[config.mk]
export PLATFORM = sky130hd
export DESIGN_NAME = program_counter_stack
export DESIGN_NICKNAME = d
export VERILOG_FILES = /design/src/rtl/processor_pkg.sv /design/src/rtl/return_stack.sv /design/src/rtl/program_counter_stack.sv
export SDC_FILE = /design/constraint.sdc
export NUM_CORES = 1
export LEC_CHECK = 0
export ABC_AREA = 1
export BUFFER_PORTS_ARGS = -buffer_cell sky130_fd_sc_hd__buf_2
export CAP_MARGIN = 10
export CORE_UTILIZATION = 55
export CTS_BUF_LIST = sky130_fd_sc_hd__clkbuf_16
export CTS_CLUSTER_SIZE = 30
export DETAILED_ROUTE_END_ITERATION = 12
export HOLD_SLACK_MARGIN = 0.02
export PLACE_DENSITY = 0.86
export SYNTH_ARGS = -nofsm -noshare
export SYNTH_HDL_FRONTEND = slang
export SYNTH_SLANG_ARGS = --single-unit
[constraint.sdc]
create_clock -name CLOCK -period 3.1 [get_ports CLOCK]
set_input_delay 0.465 -clock CLOCK [delete_from_list [all_inputs] [get_ports CLOCK]]
set_output_delay 0.465 -clock CLOCK [all_outputs]
set_load 0.005 [all_outputs]
[src/rtl/processor_pkg.sv]
// processor_pkg
// Command encoding shared by the fetch-path PC and the control unit.
//   cmd_t                 3-bit command select
//   CMD_HOLD .. CMD_CALL  command codes, numerically ordered by priority
//   priority_encode()     picks one command from the individual strobes
package processor_pkg;

    typedef logic [2:0] cmd_t;

    localparam cmd_t CMD_HOLD   = 3'd0;
    localparam cmd_t CMD_INC    = 3'd1;
    localparam cmd_t CMD_BRANCH = 3'd2;
    localparam cmd_t CMD_LOAD   = 3'd3;
    localparam cmd_t CMD_RETURN = 3'd4;
    localparam cmd_t CMD_CALL   = 3'd5;

    // CALL > RETURN > LOAD > BRANCH > INCREMENT > hold
    function automatic cmd_t priority_encode(
        input logic call,
        input logic ret,
        input logic load,
        input logic branch,
        input logic inc
    );
        if (call)        return CMD_CALL;
        else if (ret)    return CMD_RETURN;
        else if (load)   return CMD_LOAD;
        else if (branch) return CMD_BRANCH;
        else if (inc)    return CMD_INC;
        else             return CMD_HOLD;
    endfunction

endpackage

[src/rtl/return_stack.sv]
// return_stack
// LIFO of return addresses for CALL/RETURN.
//   CLOCK, RESET_N   clock, async active-low reset (clears depth and entries)
//   push, push_data  write push_data on top (ignored when full)
//   pop              discard top entry (ignored when empty)
//   top_data         entry at depth-1 (meaningless when empty)
//   depth            entries in use, 0..DEPTH
//   full, empty      occupancy status
module return_stack
    import processor_pkg::*;
#(
    parameter int BITS  = 16,
    parameter int DEPTH = 4
) (
    input  logic                       CLOCK,
    input  logic                       RESET_N,
    input  logic                       push,
    input  logic                       pop,
    input  logic [BITS-1:0]            push_data,
    output logic [BITS-1:0]            top_data,
    output logic [$clog2(DEPTH):0]     depth,
    output logic                       full,
    output logic                       empty
);

    localparam int AW = $clog2(DEPTH);
    localparam logic [AW:0] FULL_COUNT = (AW+1)'(DEPTH);
    localparam logic [AW:0] ONE_COUNT  = (AW+1)'(1);
    localparam logic [AW-1:0] ONE_PTR  = AW'(1);

    logic [BITS-1:0] entries [DEPTH];
    logic [AW:0]     depth_q;
    logic [AW-1:0]   top_ptr;

    // DEPTH is a power of two, so the low AW bits minus one wrap to DEPTH-1
    // when the stack is full, which is exactly the top slot.
    assign top_ptr  = depth_q[AW-1:0] - ONE_PTR;
    assign top_data = entries[top_ptr];
    assign depth    = depth_q;
    assign full     = (depth_q == FULL_COUNT);
    assign empty    = (depth_q == '0);

    always_ff @(posedge CLOCK or negedge RESET_N) begin
        if (!RESET_N) begin
            depth_q <= '0;
            for (int i = 0; i < DEPTH; i++) begin
                entries[i] <= '0;
            end
        end else if (push && !full) begin
            entries[depth_q[AW-1:0]] <= push_data;
            depth_q                  <= depth_q + ONE_COUNT;
        end else if (pop && !empty) begin
            depth_q <= depth_q - ONE_COUNT;
        end
    end

endmodule

[src/rtl/program_counter_stack.sv]
// program_counter_stack
// Fetch-path program counter with load, increment, relative branch and a
// hardware return-address stack.
// Build option: PC_SATURATE_EN -- when defined, INCREMENT and BRANCH clamp at
// 0 / all-ones instead of wrapping (the pushed return address still wraps).
//   CLOCK, RESET_N        clock, async active-low reset
//   LOAD/INCREMENT/BRANCH/CALL/RETURN   command strobes, fixed priority
//   CLEAR_FLAGS           clears sticky OVERFLOW/UNDERFLOW
//   DATA                  absolute target for LOAD/CALL
//   OFFSET                two's-complement displacement for BRANCH
//   OUT                   current fetch address
//   STACK_DEPTH           return-stack entries in use
//   OVERFLOW, UNDERFLOW   sticky stack error flags
module program_counter_stack
    import processor_pkg::*;
#(
    parameter int              BITS        = 16,
    parameter int              DEPTH       = 4,
    parameter logic [BITS-1:0] RESET_VALUE = '0
) (
    input  logic                    CLOCK,
    input  logic                    RESET_N,
    input  logic                    LOAD,
    input  logic                    INCREMENT,
    input  logic                    BRANCH,
    input  logic                    CALL,
    input  logic                    RETURN,
    input  logic                    CLEAR_FLAGS,
    input  logic [BITS-1:0]         DATA,
    input  logic [BITS-1:0]         OFFSET,
    output logic [BITS-1:0]         OUT,
    output logic [$clog2(DEPTH):0]  STACK_DEPTH,
    output logic                    OVERFLOW,
    output logic                    UNDERFLOW
);

    localparam logic [BITS-1:0] ONE = BITS'(1);

    cmd_t            cmd;
    logic [BITS-1:0] pc_q;
    logic [BITS-1:0] pc_next;
    logic [BITS-1:0] pc_plus1;
    logic [BITS-1:0] pc_inc;
    logic [BITS-1:0] pc_branch;
    logic [BITS-1:0] stack_top;
    logic            stack_full;
    logic            stack_empty;
    logic            push;
    logic            pop;
    logic            overflow_q;
    logic            underflow_q;
    logic            overflow_set;
    logic            underflow_set;

    assign cmd      = priority_encode(CALL, RETURN, LOAD, BRANCH, INCREMENT);
    assign pc_plus1 = pc_q + ONE;

`ifdef PC_SATURATE_EN
    // Two guard bits: bit BITS+1 flags a negative result, bit BITS a carry
    // past all-ones.
    logic signed [BITS+1:0] branch_wide;

    assign branch_wide = $signed({2'b00, pc_q}) + $signed({{2{OFFSET[BITS-1]}}, OFFSET});
    assign pc_inc      = (&pc_q) ? pc_q : pc_plus1;

    always_comb begin
        pc_branch = branch_wide[BITS-1:0];
        if (branch_wide[BITS+1]) begin
            pc_branch = '0;
        end else if (branch_wide[BITS]) begin
            pc_branch = '1;
        end
    end
`else
    assign pc_inc    = pc_plus1;
    assign pc_branch = pc_q + OFFSET;
`endif

    always_comb begin
        pc_next       = pc_q;
        push          = 1'b0;
        pop           = 1'b0;
        overflow_set  = 1'b0;
        underflow_set = 1'b0;
        case (cmd)
            CMD_CALL: begin
                if (stack_full) begin
                    overflow_set = 1'b1;
                end else begin
                    push    = 1'b1;
                    pc_next = DATA;
                end
            end
            CMD_RETURN: begin
                if (stack_empty) begin
                    underflow_set = 1'b1;
                end else begin
                    pop     = 1'b1;
                    pc_next = stack_top;
                end
            end
            CMD_LOAD:   pc_next = DATA;
            CMD_BRANCH: pc_next = pc_branch;
            CMD_INC:    pc_next = pc_inc;
            default:    pc_next = pc_q;
        endcase
    end

    always_ff @(posedge CLOCK or negedge RESET_N) begin
        if (!RESET_N) begin
            pc_q        <= RESET_VALUE;
            overflow_q  <= 1'b0;
            underflow_q <= 1'b0;
        end else begin
            pc_q        <= pc_next;
            // A new error in the clearing cycle keeps the flag set.
            overflow_q  <= overflow_set  | (overflow_q  & ~CLEAR_FLAGS);
            underflow_q <= underflow_set | (underflow_q & ~CLEAR_FLAGS);
        end
    end

    return_stack #(
        .BITS  (BITS),
        .DEPTH (DEPTH)
    ) u_return_stack (
        .CLOCK     (CLOCK),
        .RESET_N   (RESET_N),
        .push      (push),
        .pop       (pop),
        .push_data (pc_plus1),
        .top_data  (stack_top),
        .depth     (STACK_DEPTH),
        .full      (stack_full),
        .empty     (stack_empty)
    );

    assign OUT       = pc_q;
    assign OVERFLOW  = overflow_q;
    assign UNDERFLOW = underflow_q;

endmodule

* Word level (Yosys, flattened, before mapping)
Cells that the tools add are included. Widths: inputs -> output; s select.
Storage, ports and cells: bits in registers 85, bits of input ports 40, output and inout bits 21
Cells by class: $add $sub $neg 5, magnitude comparators 3, equal/unequal tests 8, mux-type cells 24, bitwise logic cells 7, reduce and logical (&&, ||, !) cells 9
Operators with widths (count):
- $mux 16 | 5
- $pmux 16 s5 | 1
- $bwmux 64 | 1
- $bmux 16 s2 | 1
- $demux 16 s2 | 1
- $add 16x1->16 const B | 1
- $add 16x16->16 | 1
- $mux 3 | 4
- $eq 3x3->1 const B | 3
- $mux 1 | 9
- $eq 3x2->1 const B | 2
- $ge 3x3->1 const B | 2
- $not 2->3 | 2
- $reduce_bool 5->1 | 1
- $mux 2 | 2
- $ne 2x2->1 const B | 2
- $add 3x1->3 const B | 1
- $eq 3x1->1 const B | 1
- $logic_and 1x1->1 | 3
- $logic_not 3->1 | 1
- $lt 3x1->1 const B | 1
- $reduce_and 3->1 | 1
- $sub 3x1->3 const B | 1
- $and 1x1->1 | 2
- 5 further kinds | 7

* Logic depth before layout (Yosys ltp)
depth after elaboration 10, mapped depth 14, gate-level depth less buffers 13

* By module
A second synthesis with hierarchy kept.
Second synthesis, totals: cell total of the unflattened synthesis 790, area, all modules 5863.1 µm²
Modules (own cells, without submodules):
- return_stack | times used 1, cells each 342, area each 3250.6 µm², sequential area each 1676.6 µm²
- program_counter_stack | times used 1, cells each 448, area each 2612.5 µm², sequential area each 450.4 µm²

* Worst setup path after synthesis
Ideal clock, no wire load.
kind flip-flop to flip-flop, start reg u_return_stack.depth_q[0], in the netlist u_return_stack.depth[0], end reg u_return_stack.depth_q[2], in the netlist u_return_stack.depth[2], setup time 0.124 ns, data arrival time 2.162 ns, required time 2.976 ns, setup slack 0.814 ns, stages on the path, launching flop included 12, buffers on the path 2, period minus slack after synthesis 2.286 ns, cell sequence dfrtp_1 > buf_2 > inv_1 > buf_2 > ha_1 > nand2_1 > inv_1 > nor2_1 > inv_1 > fa_1 > mux2_2 > xnor2_1
Between the ends: cells in the longest elaborated chain, start to end 5, elaborated cells between the ends (all ways) 15, classes of those cells add/sub (2); eq/ne (1); mux (6); reduce/logical (6)
RTL lines:
- start: declaration | RTL line return_stack.sv:32 | logic [AW:0] depth_q;
- start signal: assignment | RTL line return_stack.sv:51 | depth_q <= depth_q + ONE_COUNT;
- start signal: assignment | RTL line return_stack.sv:53 | depth_q <= depth_q - ONE_COUNT;
- parallel branches: the longest is 5 deep, another holds $sub 3x1->3
Parallel ways; which one is timed is not known. The select of a mux whose other input is x is not followed. A chain may end at the register's enable or synchronous reset.

* Worst setup path in the final report
start reg u_return_stack.depth_q[1], in the netlist u_return_stack.depth[1], end reg u_return_stack.entries[36] in the netlist's numbering
Between the ends: cells in the longest elaborated chain, start to end 6, elaborated cells between the ends (all ways) 12, classes of those cells order compare (2); eq/ne (1); mux (5); bitwise (1); reduce/logical (3)
RTL lines:
- $not 2->3 (implied by the code) | RTL line return_stack.sv:50 | entries[depth_q[AW-1:0]] <= push_data;
- $ge 3x3->1 (implied by the code) or $lt 3x1->1 (tied branches) | RTL line return_stack.sv:50
- $logic_and 1x1->1 (implied by the code) | RTL line return_stack.sv:50
- $mux 16 (implied by the code) | RTL line return_stack.sv:50
- $demux 16 s2 | RTL line return_stack.sv:50
- $bwmux 64 | RTL line return_stack.sv:50
- end signal: indexed assignment | RTL line return_stack.sv:50
- end: declaration | RTL line return_stack.sv:31 | logic [BITS-1:0] entries [DEPTH];
Several ways; a longest one is shown, not always the timed one.

==> impl_metrics.ini <==
[synthesis]
synth-adder-area-share_pct = 5.188
syn-cell-area_um2 = 5595
synth_cells = 823
synth_compound_area_share_pct = 10.47
synth_xor_area_share_pct = 0.9392
synth_top_family_by_area = simple AND/OR/NAND/NOR gates
synth_top_area_share_pct = 38.01
synthMuxAreaShare_pct = 0.4025
yosysTopAreaCell = dfrtp_1
yosysWarnings = 0
synth_seq_cells = 85
synth_cell_types = 37
post_synth.cell_area_avg_um2 = 6.799
synth_area_leaders = dfrtp_1, nand2_1, nand3_1, o21ai_0, inv_1
synth_simple_gate_area_share_pct = 35.02
yosysSeqAreaShare_pct = 38.01
synth_nets = 885

[global_routing]
grt_max_degree = 86
grt_usage_pct = 27.58
grt_pass1_vias = 4791
grt_overflow = 0
grt_pass1_wl_um = 22450
grt_antenna_before_repair = 0

[worst_setup_path]
crit_path_max_incr_delay_ps = 640
crit_chain = inv_1 -> ha_1 -> nand2_1 -> inv_1 -> nor2_1 -> nand2_1 -> nand2_1 -> o21ai_0
cp_common_cell = nand2_1
slowest_stage = nand2_1
crit_path_end_kind = flop
crit_buf_inv = 2
worst_ep_arrival_time_ps = 2390
critPathKind = reg2reg
start_kind = flop
cp.required_ps = 3270
cp_top_family = simple AND/OR/NAND/NOR gates
cp_max_fo = 32

[pwr]
switchingPower_w = 0.002742
switching_share_pct = 45.04
power_density_nw_per_um2 = 976.9
vdd_drop_max_mv = 0.5429
p_int_w = 0.003345
combinationalPowerShare_pct = 48.7
pwr-share-clk_pct = 18.1
pwr-share-seq_pct = 33.3
p_leak_nw = 3.368

[clock_tree]
cts_tree = done
cts_sinks = 85
root_buffer = clkbuf_16
post-cts-setup-buffers = 0
cts_resized = 0
htreeDepth = 3
cts_buffers = 9
path_clk_slew_ps = 60
clkLatencyLatePin_ps = 340
holdBufCountCts = 0
clock_path_buffers = 2

[die]
start_util_pct = 56.98
die_y_um = 102.9
chipWidth_um = 102.9
die_area_um2 = 10580
pin_count = 61
core_um2 = 9819
row_count = 36

[place]
hpwl_um = 9708
io_buffers = 60
dp_worst_setup_slack_ps = 987.6
place_congestion = 0.8899
dpl.cell_count = 992

[cells_and_area]
nets = 932
fin_cells = 1006
most-common-layout-cells = nand2_1, inv_1, nand3_1
area_growth_pct = 11.36
antennaDiodeCount = 0
layout-drive-gt1-share_pct = 11.23
final_common_cell = nand2_1

[timing]
post-route-period-util_pct = 71.44
fin_skew_ps = 5.257
timing.fmax_mhz = 451.5
rsz0062_at_grt = false
tightest_slew_ps = 1057
maxSlewHeadroom_pct = 29.53
layout_min_cycle_time_ps = 2215
timing.final.ws_setup_ps = 885.4
setup-violations-final = 0
hold_violations = 0
timing.setup.tns_ps = 0
drv_slew = 0

[detailed_routing]
routed_wirelength_um = 13750
wl_per_cell_um = 13.67
drt_iter0_drc = 358
drc_errors = 0
antenna_left = 0
firstDrtPassIters = 5
dr_total_vias = 5490
avgViaCountPerCell = 5.457

[status]
status = complete, no violations

[min_path]
hold_class = in2async

[flow_run]
cap_violations = 0
-- flip-flops by register name, indices dropped and copies added (netlist names) --
signal,count
u_return_stack.depth,3
u_return_stack.entries,64
UNDERFLOW,1
OUT,16
OVERFLOW,1
-- kinds of logic (layout without fill, tap and decap cells) --
| kind of cell | Yosys count | in the layout |
|---|---|---|
| fa+ha+maj | 22 | 22 |
| simple gates | 465 | 465 |
| flops | 85 | 85 |
| buf+inv | 134 | 184 |
| compound gates | 109 | 109 |
| mux | 2 | 2 |
| xor+xnor | 6 | 6 |
-- path summary, 6_finish.rpt --
path	slack, ps	cells after the start	end	from
worst max-delay path	890	8	u_return_stack.entries[36]$_DFFE_PN0P_	u_return_stack.depth[1]$_DFFE_PN0P_
worst min-delay path	300	1	u_return_stack.depth[0]$_DFFE_PN0P_	RESET_N
worst max register to register	890	8	u_return_stack.entries[36]$_DFFE_PN0P_	u_return_stack.depth[1]$_DFFE_PN0P_
worst min register to register	480	2	u_return_stack.entries[45]$_DFFE_PN0P_	u_return_stack.entries[45]$_DFFE_PN0P_
max in group asynchronous	2110	1	u_return_stack.entries[29]$_DFFE_PN0P_	RESET_N
min in group CLOCK	340	2	UNDERFLOW$_DFF_PN0_	CLEAR_FLAGS
-- synthesized netlist by cell type --
cell type	n
a21o_1	1
a21oi_1	20
a31oi_1	1
a31oi_4	1
and2_1	3
buf_2	14
buf_4	2
buf_6	4
clkbuf_1	8
clkinv_1	1
dfrtp_1	85
fa_1	2
ha_1	20
inv_1	101
inv_2	4
mux2_2	2
nand2_1	306
nand2_2	3
nand3_1	86
nand3_2	1
nand3_4	1
nand3b_1	2
nand4_1	7
nor2_1	38
nor2_2	1
nor2_4	2
nor3_1	7
o2111ai_1	2
o211ai_1	2
o21ai_0	79
o21ai_1	1
o21ai_2	2
or2_0	1
or2_1	1
or2_2	6
xnor2_1	2
xor2_1	4
-- power groups by stage --
stage	Sequential, W	Combinational [W]	Clock, W
floorplan	0.00193	0.00221	0
global placement	0.00201	0.00284	0
finish	0.00203	0.00296	0.00110
CTS	0.00201	0.00294	0.00110
global route	0.00208	0.00338	0.00115
detailed placement	0.00202	0.00292	0
-- cell type report --
cell class	count	area, µm²
Fill cell	908	3588
Multi-Input combinational cell	604	2910
Sequential cell	85	2127
Inverter	106	397.9
Timing Repair Buffer	64	332.8
Clock buffer	9	225.2
Tap cell	133	166.4
Clock inverter	5	71.32
-- metrics by stage --
step | utilization, % | area, µm² | hold slack [ps] | power (W)
2_1_floorplan | - | 5595 | 169.4 | 0.004142
4_1_cts | 63.46 | 6231 | 331.9 | 0.006054
3_3_place_gp | 60.44 | 5934 | 450.1 | 0.004857
6_report | 63.46 | 6231 | 303.4 | 0.006087
5_1_grt | 63.46 | 6231 | 337.3 | 0.006610
3_5_place_dp | 60.44 | 5934 | 470.8 | 0.004937
-- per-layer routing --
layer / global-route usage (%) / wire, µm / up-vias
li1: - / - / 2702
met1: 36.90 / 6017 / 2537
met2: 45.03 / 6474 / 223
met3: 4.203 / 940 / 28
met4: 11.38 / 322 / 0
met5: 0 / 0 / -
Power figures use the tool's default switching activity.
